==> config.mk <==
export PLATFORM = sky130hd
export DESIGN_NAME = ram_arbiter
export DESIGN_NICKNAME = d
export VERILOG_FILES = /design/src/rtl/gpu_ram_pkg.sv /design/src/rtl/ram_access_timer.sv /design/src/rtl/ram_arbiter.sv
export SDC_FILE = /design/constraint.sdc
export NUM_CORES = 1
export LEC_CHECK = 0
export ABC_AREA = 1
export CAP_MARGIN = 20
export CELL_PAD_IN_SITES_DETAIL_PLACEMENT = 1
export CELL_PAD_IN_SITES_GLOBAL_PLACEMENT = 2
export CORE_AREA = 2 2 129 131
export CTS_BUF_LIST = sky130_fd_sc_hd__clkbuf_2
export CTS_CLUSTER_SIZE = 20
export DETAILED_ROUTE_END_ITERATION = 10
export DIE_AREA = 0 0 131 133
export PLACE_DENSITY_LB_ADDON = 0.25
export SYNTH_ARGS = -nofsm -noshare
export SYNTH_HDL_FRONTEND = slang
export SYNTH_SLANG_ARGS = --single-unit
==> constraint.sdc <==
create_clock -name gpuClock -period 3.3 [get_ports gpuClock]
set_input_delay 0.66 -clock gpuClock [delete_from_list [all_inputs] [get_ports gpuClock]]
set_output_delay 0.66 -clock gpuClock [all_outputs]
set_load 0.01 [all_outputs]
==> src/rtl/gpu_ram_pkg.sv <==
// Shared types and defaults for the layer-data RAM arbiter.
package gpu_ram_pkg;

    localparam int unsigned ADDR_W_DEF = 20;
    localparam int unsigned DATA_W_DEF = 16;

    typedef enum logic [1:0] {
        IDLE   = 2'd0,
        ACCESS = 2'd1,
        DONE   = 2'd2
    } ramState_e;

    typedef enum logic {
        OWNER_PIPE = 1'b0,
        OWNER_HOST = 1'b1
    } owner_e;

endpackage

==> src/rtl/ram_access_timer.sv <==
// Loadable down-counter that times the strobe phase of one RAM access.
module ram_access_timer #(
    parameter int unsigned ACCESS_CYCLES = 2
) (
    input  logic clk,
    input  logic rst,
    input  logic load,
    input  logic clear,
    input  logic tick,
    output logic last
);

    logic [3:0] count;

    always_ff @(posedge clk or posedge rst) begin
        if (rst) begin
            count <= '0;
        end else if (clear) begin
            count <= '0;
        end else if (load) begin
            count <= 4'(ACCESS_CYCLES);
        end else if (tick && (count != '0)) begin
            count <= count - 4'd1;
        end
    end

    // count reaches 1 on the final strobe cycle; the edge ending it completes the access
    assign last = (count == 4'd1);

endmodule

==> src/rtl/ram_arbiter.sv <==
// Shares the external layer-data RAM between the pixel pipeline (reads) and the
// host command path (reads/writes) using fixed-length strobed accesses.
module ram_arbiter
    import gpu_ram_pkg::*;
#(
    parameter int unsigned ADDR_W        = ADDR_W_DEF,
    parameter int unsigned DATA_W        = DATA_W_DEF,
    parameter int unsigned ACCESS_CYCLES = 2,
    parameter int unsigned STARVE_MAX    = 4
) (
    input  logic              gpuClock,
    input  logic              reset,
    input  logic              pipeReq,
    input  logic [ADDR_W-1:0] pipeAddr,
    input  logic              pipeAbort,
    output logic              pipeDone,
    output logic [DATA_W-1:0] pipeData,
    input  logic              hostReq,
    input  logic              hostWrite,
    input  logic [ADDR_W-1:0] hostAddr,
    input  logic [DATA_W-1:0] hostWData,
    output logic              hostDone,
    output logic [DATA_W-1:0] hostRData,
    output logic              memCs,
    output logic              memOe,
    output logic              memWe,
    output logic [ADDR_W-1:0] memAddr,
    output logic [DATA_W-1:0] memWData,
    input  logic [DATA_W-1:0] memRData
);

    localparam int unsigned         STARVE_W     = $clog2(STARVE_MAX + 1);
    localparam logic [STARVE_W-1:0] STARVE_LIMIT = STARVE_W'(STARVE_MAX);

    ramState_e           state;
    ramState_e           nextState;
    owner_e              owner;
    logic                writeReg;
    logic [STARVE_W-1:0] starveCnt;

    logic pipeCand;
    logic hostWins;
    logic grant;
    logic abortNow;
    logic finishNow;
    logic timerLast;
    logic inAccess;

    always_comb begin
        inAccess  = (state == ACCESS);
        pipeCand  = pipeReq && !pipeAbort;
        hostWins  = hostReq && (!pipeCand || (starveCnt == STARVE_LIMIT));
        grant     = (state == IDLE) && (pipeCand || hostReq);
        abortNow  = inAccess && (owner == OWNER_PIPE) && pipeAbort;
        finishNow = inAccess && timerLast && !abortNow;
    end

    ram_access_timer #(
        .ACCESS_CYCLES(ACCESS_CYCLES)
    ) accessTimer (
        .clk  (gpuClock),
        .rst  (reset),
        .load (grant),
        .clear(abortNow),
        .tick (inAccess),
        .last (timerLast)
    );

    always_comb begin
        nextState = state;
        case (state)
            IDLE:    if (grant) nextState = ACCESS;
            ACCESS: begin
                if (abortNow) begin
                    nextState = IDLE;
                end else if (timerLast) begin
                    nextState = DONE;
                end
            end
            DONE:    nextState = IDLE;
            default: nextState = IDLE;
        endcase
    end

    always_ff @(posedge gpuClock or posedge reset) begin
        if (reset) begin
            state <= IDLE;
        end else begin
            state <= nextState;
        end
    end

    always_ff @(posedge gpuClock or posedge reset) begin
        if (reset) begin
            owner     <= OWNER_PIPE;
            writeReg  <= 1'b0;
            memAddr   <= '0;
            memWData  <= '0;
            starveCnt <= '0;
            pipeData  <= '0;
            hostRData <= '0;
        end else begin
            if (grant) begin
                if (hostWins) begin
                    owner     <= OWNER_HOST;
                    writeReg  <= hostWrite;
                    memAddr   <= hostAddr;
                    memWData  <= hostWData;
                    starveCnt <= '0;
                end else begin
                    owner    <= OWNER_PIPE;
                    writeReg <= 1'b0;
                    memAddr  <= pipeAddr;
                    // only grants that overtake a waiting host count towards starvation
                    if (hostReq && (starveCnt != STARVE_LIMIT)) begin
                        starveCnt <= starveCnt + 1'b1;
                    end
                end
            end
            if (finishNow && !writeReg) begin
                if (owner == OWNER_PIPE) begin
                    pipeData <= memRData;
                end else begin
                    hostRData <= memRData;
                end
            end
        end
    end

    // strobes and done pulses decode straight from registered state so reset kills them at once
    always_comb begin
        memCs    = inAccess;
        memOe    = inAccess && !writeReg;
        memWe    = inAccess && writeReg;
        pipeDone = (state == DONE) && (owner == OWNER_PIPE);
        hostDone = (state == DONE) && (owner == OWNER_HOST);
    end

endmodule
==> results of run 1 <==
==> layout make-up <==
class / instances / share of cell area (%)
clock buffers: 9 / 0.8014
clock inverters: 7 / 1.981
inverters: 60 / 4.029
multi-input cells: 311 / 25.24
flip-flops and latches: 79 / 35.17
well taps: 220 / 4.898
repair buffers: 157 / 27.87
==> layout by cell type (no fill, tap or decap), types with 2 or more instances in the layout <==
| cell | n |
|---|---|
| a21oi_1 | 3 |
| buf_4 | 6 |
| bufinv_16 | 3 |
| clkbuf_2 | 9 |
| clkdlybuf4s50_1 | 150 |
| clkinv_2 | 3 |
| dfrtp_1 | 79 |
| ha_1 | 5 |
| inv_1 | 53 |
| inv_2 | 6 |
| nand2_1 | 179 |
| nand2_2 | 3 |
| nand2_4 | 3 |
| nand3_1 | 98 |
| nand4_1 | 2 |
| nor2_1 | 8 |
| nor2_8 | 2 |
| nor3_1 | 2 |
| o21ai_0 | 4 |
==> routing by layer <==
| metal | routed length, um | track usage, % | up-vias | share of wire (%) |
|---|---|---|---|---|
| met1 | 5316 | 17.28 | 1725 | 44 |
| li1 | - | - | 1760 | - |
| met3 | 908 | 4.893 | 12 | 7.4 |
| met4 | 186 | 5.674 | 2 | 1.5 |
| met5 | 13 | 0 | - | 0.11 |
| met2 | 5794 | 23.92 | 112 | 47 |
==> power by group through the flow <==
stage	Clock, mW	Sequential (mW)	Combinational (mW)
4_1_cts	0.716	1.70	2.37
3_3_place_gp	0	1.71	2.30
2_1_floorplan	0	1.87	0.926
5_1_grt	0.765	1.76	2.57
3_5_place_dp	0	1.72	2.36
6_report	0.686	1.69	2.31
==> worst min-delay path by stage <==
stage | cells after the start | endpoint | slack (ns) | start
final | 2 | memWData[8] | 0.39 | reset
after global routing | 2 | memWData[8] | 0.36 | reset
after CTS | 2 | memWData[8] | 0.34 | reset
after global placement | 2 | hostRData[4] | 0.45 | hostRData[4]
after detailed placement | 2 | hostRData[10] | 0.46 | hostRData[10]
after floorplan | 2 | hostRData[10] | 0.51 | hostRData[10]
==> worst reg2reg max path: cells and delay by family (launching register included) <==
family	cells	cell delay, ns
fa+ha+maj	1	0.20
simple gates	6	1.07
flops	1	0.41
buf+inv	1	0.07
==> cells by family (layout without fill, tap and decap cells) <==
group / count (synthesis) / count (layout)
AOI/OAI and AO/OA: 7 / 7
adders and majority gates: 5 / 5
buffers and inverters: 83 / 233
DFF: 79 / 79
and+or+nand+nor: 299 / 299
==> registers in the layout, indices dropped and copies added (netlist names) <==
register / cells
hostRData: 16
starveCnt: 3
memWData: 16
writeReg: 1
accessTimer.count: 4
memAddr: 20
owner: 1
pipeData: 16
state: 2
==> per-stage QoR <==
| stage | hold WS, ns | std cells |
|---|---|---|
| after floorplan | 0.5057 | 473 |
| after global placement | 0.4529 | 827 |
| after detailed placement | 0.4580 | 827 |
| after CTS | 0.3357 | 843 |
| after global routing | 0.3627 | 843 |
| final | 0.3904 | 843 |
==> impl_metrics.toml, run 1 <==
[run_status]
status = "finished clean"

[worst_setup_path]
r2r_cells = 8
path_buf_inv = 3
startpoint = "owner"
cp_slowest_cell = "clkdlybuf4s50_1"
path_cells = "buf_4 -> inv_2 -> nor3_1 -> clkdlybuf4s50_1"
reg2reg_setup_slack_ns = 1.47
cp.depth = 4
endpoint = "hostDone"
worst_ep_arrival_time_ns = 2.03
end_kind = "output pin"
crit_fanout = 19
worst-setup-path-type = "flip-flop to output pin"
critPathRequiredTime_ns = 2.64
crit_path_max_incr_delay_ns = 0.57
r2r_start = "starveCnt[0]"
r2r-end = "memAddr[18]"
cp_top_family = "buffers and inverters"
cp-start-kind = "flip-flop"

[power]
cellPowerDensity_mw_per_mm2 = 833.8
swShare_pct = 38.76
pwr-share-clk_pct = 14.6
power_mw = 4.686
max-vdd-ir-drop_uv = 220.6
p_leak_nw = 2.835
p_comb_share_pct = 49.2
seq_power_share_pct = 36.1
p_switching_mw = 1.816
intPower_mw = 2.870

[timing]
worst_pin_slew_ns = 0.7825
maxSlewViolCount = 0
slew_headroom_pct = 47.71
fin_crit_sh_pct = 81.59
tns_ns = 0
worst_slack_ns = 0.6074
layout_min_cycle_time_ns = 2.693
grt_setup_unrepaired = "no"
clock_skew_ns = 0.01507
fmax_ghz = 0.3714
hold_viol = 0
setup_viol = 0

[place]
pre_cts_slack_ns = 0.8079
placed_cell_area_sq_mm = 0.005464
place.gp.congestion = 0.7758
io_buffers = 150
post-dp-hpwl_um = 8802

[synth]
synth_edf_count = 0
synth_ff_type = "dfrtp_1"
synthXorXnorAreaFrac_pct = 0
synth_common_cells = "nand2_1, nand3_1, dfrtp_1, inv_1, buf_2"
yosysTopAreaCell = "dfrtp_1"
avgSynthCellArea_sq_um = 7.957
yosysMostFrequentCell = "nand2_1"
synth_adder_area_share_pct = 1.662
ys_types = 20
syn_area_sq_mm = 0.003764
async_flop_share_pct = 100.0
ys_ff_latch = 79
synth-simple-area-share_pct = 35.11
synthMuxAreaShare_pct = 0
ys_seq_area_share_pct = 52.53
yosysTopAreaCellShare_pct = 52.53
syn_nets = 556
synthTopCellsByArea = "dfrtp_1, nand2_1, nand3_1, inv_1, ha_1"
synth_top_family_by_area = "simple AND/OR/NAND/NOR gates"
synth_compound_area_share_pct = 0.9309
synth_warnings = 0
syn_inst = 473

[detailed_routing]
wl_per_cell_um = 14.49
wirelength_um = 12220
postRouteAntennaNets = 0
viasPerCell = 4.284
first_iter_violations = 150
vias = 3611
dr.pass1.iters = 4
drc_errors = 0

[clock_network]
clkTransAtPathRegs_ns = 0.23
htreeDepth = 3
cts_setup_buffers = 0
postCtsHoldBufs = 0
cts.sinks = 79
tritoncts = "yes"
clockBufferDepth = 2
clock-root-buffer = "clkbuf_2"
clk_latency_ns = 0.57
ctsResizeCount = 0
cts_buffers = 9

[global_routing]
grt_max_degree = 54
antenna_found_initial = 1
grt_pass1_wl_um = 19440
gr-usage-all-layers_pct = 14.50
grt_overflow = 0
grt_pass1_vias = 3775

[layout]
drive_gt1_share_pct = 6.100
syn_to_final_growth_pct = 49.34
final_nets = 701
n_antenna_cell = 0
seq_area_sq_mm = 0.001977
fill_cells = 1936
multi_input_area_sq_mm = 0.001419
final_area_sq_mm = 0.005620
utilization_pct = 34.75

[die]
core_area_sq_mm = 0.01617
row_count = 47
dieArea_sq_mm = 0.01742
pin_count = 151
start_util_pct = 23.27
die_y_um = 133
die_x_um = 131

[run]
maxCapViolations = 0

[min_path]
min_path_type = "primary input to asynchronous set/reset pin"
(Power assumes the default switching activity.)
==> run 2, diff against run 1 <==
Settings changed: CORE_AREA 2 2 129 131 to 2 2 134 136, DIE_AREA 0 0 131 133 to 0 0 136 138.
Clock period 3.3 ns to 2.4 ns, I/O delays scaled along.
==> impl_metrics.toml, run 2 (synthesis results as in run 1) <==
[worst_setup_path]
end_kind = "output pin"
cp-start-kind = "flip-flop"
worst-setup-path-type = "flip-flop to output pin"
critPathRequiredTime_ns = 1.92
r2r_cells = 8
crit_fanout = 4
worst_ep_arrival_time_ns = 1.69

[layout]
seq_area_sq_mm = 0.001978
fin_cells = 860
regMostFlops = "memAddr"
multi_input_area_sq_mm = 0.001431
layout_common_cells = "nand2_1, clkdlybuf4s50_1, nand3_1, dfrtp_1, inv_1"
final_nets = 709
layout_commonest_cell = "nand2_1"
largest_reg_flops = 20
n_antenna_cell = 0
drive_gt1_share_pct = 7.924
syn_to_final_growth_pct = 51.40
fill_cells = 2066

[global_routing]
grt_pass1_wl_um = 19530
grt_max_degree = 80
grt_pass1_vias = 3742
gr-usage-all-layers_pct = 13.29
grt_overflow = 0
antenna_found_initial = 0

[detailed_routing]
vias = 3579
dr.pass1.iters = 4
postRouteAntennaNets = 0
wl_per_cell_um = 14.17
drc_errors = 0
viasPerCell = 4.162
wirelength_um = 12190
first_iter_violations = 128

[timing]
clock_skew_ns = 0.02718
tns_ns = 0
worst_slack_ns = 0.2258
worst_pin_slew_ns = 0.4408
hold_viol = 0
layout_min_cycle_time_ns = 2.174
fmax_ghz = 0.4599
slew_headroom_pct = 70.61
setup_viol = 0
maxSlewViolCount = 0
grt_setup_unrepaired = "no"
fin_crit_sh_pct = 90.59

[power]
power_mw = 6.515
cellPowerDensity_mw_per_mm2 = 1143
max-vdd-ir-drop_uv = 323.6
p_leak_nw = 2.887

[die]
dieArea_sq_mm = 0.01877
die_x_um = 136
die_y_um = 138
core_area_sq_mm = 0.01753
pin_count = 151
start_util_pct = 21.46
row_count = 49

[run_status]
status = "finished clean"

[clock_network]
clk_latency_ns = 0.56
clockBufferDepth = 2
cts_buffers = 9
cts.sinks = 79
htreeDepth = 3
clock-root-buffer = "clkbuf_2"
clkTransAtPathRegs_ns = 0.22
tritoncts = "yes"

[run]
maxCapViolations = 0

[place]
io_buffers = 150
dp_cells = 839
place.gp.congestion = 0.7989
pre_cts_slack_ns = 0.2845
post-dp-hpwl_um = 8823

[min_path]
min_path_type = "primary input to asynchronous set/reset pin"
## run 2: cell types whose count changed in the layout (fill, tap and decap cells not counted), sizes merged
cell,previous run,this run
clkdlybuf4s50,150,145
buf,7,16
dlygate4sd2,0,4
## run 2: worst max-delay path, stage by stage (launching register included)
cell     delay (ns)
dfrtp_2        0.45
buf_4          0.15
nor2_8         0.09
buf_4          0.14
inv_1          0.06
nor2_2         0.11
buf_2          0.15
## run 2: final timing paths
path                               start           end  slack (ns)
max                             state[1]         memWe        0.23
max in group asynchronous          reset      state[1]        1.69
max reg2reg                 starveCnt[0]   memWData[6]        0.74
min in group gpuClock      hostWData[13]  memWData[13]        0.44
min                                reset   memWData[8]        0.36
min reg2reg                 pipeData[11]  pipeData[11]        0.50
## run 2: where the power goes
group	switching, mW	internal, mW
registers	0.381	1.96
clock network	0.497	0.442
logic	1.64	1.59
total	2.52	3.99
## run 2: what timing repair did
action | in CTS | in global routing
hold buffers | 0 | 0
endpoints found under the setup margin | 5 | 1
buffers inserted | 5 | 0
resized for setup | 10 | 1
pin swaps | 1 | 0
## run 2: layer usage
| metal | vias to the layer above | track usage [%] | routed length, um | share of wire [%] |
|---|---|---|---|---|
| li1 | 1774 | - | - | - |
| met1 | 1686 | 16.26 | 5323 | 44 |
| met2 | 107 | 21.90 | 5778 | 47 |
| met3 | 12 | 4.180 | 913 | 7.5 |
| met4 | 0 | 4.770 | 175 | 1.4 |
| met5 | - | 0 | 0 | 0 |
## run 2: final cells by class
type / count / area share [%]
Tap cell: 229 / 5.029
Inverter: 60 / 4.018
Clock inverter: 7 / 1.954
Sequential cell: 79 / 34.72
Clock buffer: 9 / 0.7905
Multi-Input combinational cell: 311 / 25.12
Timing Repair Buffer: 165 / 28.37
## run 2: through the flow
stage          hold WS, ns  utilization (%)  area, sq um
2_1_floorplan       0.5057                -         3767
3_3_place_gp        0.4525            31.40         5505
3_5_place_dp        0.4622            31.40         5505
4_1_cts             0.3003            32.53         5704
5_1_grt             0.3430            32.50         5698
6_report            0.3567            32.50         5698
==> run 3, diff against run 2 <==
Settings changed: PLACE_DENSITY_LB_ADDON 0.25 to 0.1.
==> impl_metrics.toml, run 3 (synthesis results as in run 1) <==
[global_routing]
grt_pass1_wl_um = 20600
gr-usage-all-layers_pct = 14.04
antenna_found_initial = 1
grt_overflow = 0
grt_max_degree = 80
grt_pass1_vias = 3887

[timing]
hold_viol = 0
setup_viol = 0
slew_headroom_pct = 69.22
fin_crit_sh_pct = 91.76
clock_skew_ns = 0.03299
fmax_ghz = 0.4541
grt_setup_unrepaired = "no"
maxSlewViolCount = 0
worst_slack_ns = 0.1977
worst_pin_slew_ns = 0.4617
tns_ns = 0
layout_min_cycle_time_ns = 2.202
holdWs_ns = 0.3626

[power]
power_mw = 6.300
p_leak_nw = 2.858
max-vdd-ir-drop_uv = 311.7
cellPowerDensity_mw_per_mm2 = 1115

[min_path]
min_path_type = "primary input to asynchronous set/reset pin"

[clock_network]
htreeDepth = 3
clkTransAtPathRegs_ns = 0.25
cts_buffers = 9
postCtsHoldBufs = 0
clk_latency_ns = 0.57
tritoncts = "yes"
clock-root-buffer = "clkbuf_2"
cts.sinks = 79
clockBufferDepth = 2

[die]
die_y_um = 138
row_count = 49
die_x_um = 136
core_area_sq_mm = 0.01753
dieArea_sq_mm = 0.01877
pin_count = 151
start_util_pct = 21.46

[place]
io_buffers = 150
pre_cts_slack_ns = 0.2408
place.gp.congestion = 0.7160
post-dp-hpwl_um = 9032

[detailed_routing]
viasPerCell = 4.171
first_iter_violations = 129
drc_errors = 0
dr.pass1.iters = 4
vias = 3587
wirelength_um = 12530
wl_per_cell_um = 14.57
postRouteAntennaNets = 0

[worst_setup_path]
path_buf_inv = 1
worst_ep_arrival_time_ns = 1.72
cp-start-kind = "flip-flop"
cp_top_family = "buffers and inverters"
worst-setup-path-type = "flip-flop to output pin"
crit_path_max_incr_delay_ns = 0.55
critPathRequiredTime_ns = 1.92
crit_fanout = 4
end_kind = "output pin"
cp_slowest_cell = "clkdlybuf4s50_1"
path_cells = "nor2_8 -> clkdlybuf4s50_1"

[run_status]
status = "finished clean"

[layout]
regMostFlops = "memAddr"
multi_input_area_sq_mm = 0.001424
largest_reg_flops = 20
syn_to_final_growth_pct = 50.10
fill_cells = 2109
utilization_pct = 32.22
layout_commonest_cell = "nand2_1"
drive_gt1_share_pct = 7.631
seq_area_sq_mm = 0.001979
final_nets = 708
layout_common_cells = "nand2_1, clkdlybuf4s50_1, nand3_1, dfrtp_1, inv_1"

[run]
maxCapViolations = 0
-- run 3: cell types whose count changed in the layout (fill, tap and decap cells not counted), sizes merged --
cell	delta
clkinvlp	+3
bufinv	-2
dlymetal6s2s	+1
diode	+2
clkinv	-2
clkdlybuf4s50	+1
dlygate4sd2	-1
buf	-2
-- run 3: repair_timing --
item                                    in CTS  in global routing
buffers inserted                             2                  0
endpoints found under the setup margin       4                  1
resized for setup                            5                  1
pin swaps                                    1                  0
-- run 3: layer usage --
metal  vias up  wire length (um)  share of wire [%]  global-route usage (%)
met4         0               171                1.4                   4.605
met1      1701              5539                 44                   17.42
met2       105              5977                 48                   23.49
li1       1771                 -                  -                       -
met3        10               838                6.7                   3.814
met5         -                 0                  0                       0
-- run 3: area by class of cell --
type	instances	area share, %
flip-flops and latches	79	35.04
repair buffers	164	28.64
multi-input cells	311	25.20
well taps	229	5.072
inverters	60	4.053
clock inverters	6	1.107
clock buffers	9	0.7973
diodes	2	0.08859
-- run 3: final timing paths --
| check | from | to | slack [ns] | cells past startpoint |
|---|---|---|---|---|
| worst max-delay path | state[1] | memCs | 0.20 | 2 |
| worst min-delay path | reset | hostRData[4] | 0.36 | 3 |
| worst max register to register | starveCnt[0] | memAddr[7] | 0.72 | 9 |
| worst min register to register | hostRData[14] | hostRData[14] | 0.50 | 2 |
| max in group asynchronous | reset | owner | 1.66 | 3 |
| min in group gpuClock | hostWData[10] | memWData[10] | 0.43 | 3 |
-- run 3: tightest hold or removal path, cell delays in order --
cell,delay (ns)
clkdlybuf4s50_1,0.44
clkinvlp_4,0.09
buf_12,0.35
-- run 3: power by group --
| group | total, mW | switching, mW | internal, mW |
|---|---|---|---|
| sequential | 2.35 | 0.390 | 1.96 |
| combinational | 3.21 | 1.62 | 1.59 |
| clock | 0.737 | 0.508 | 0.229 |
| total | 6.30 | 2.52 | 3.78 |
-- run 3: metrics by stage --
stage | instance area, sq um | std cells
floorplan | 3767 | 473
global placement | 5520 | 841
detailed placement | 5520 | 841
CTS | 5642 | 858
global route | 5649 | 860
finish | 5649 | 860
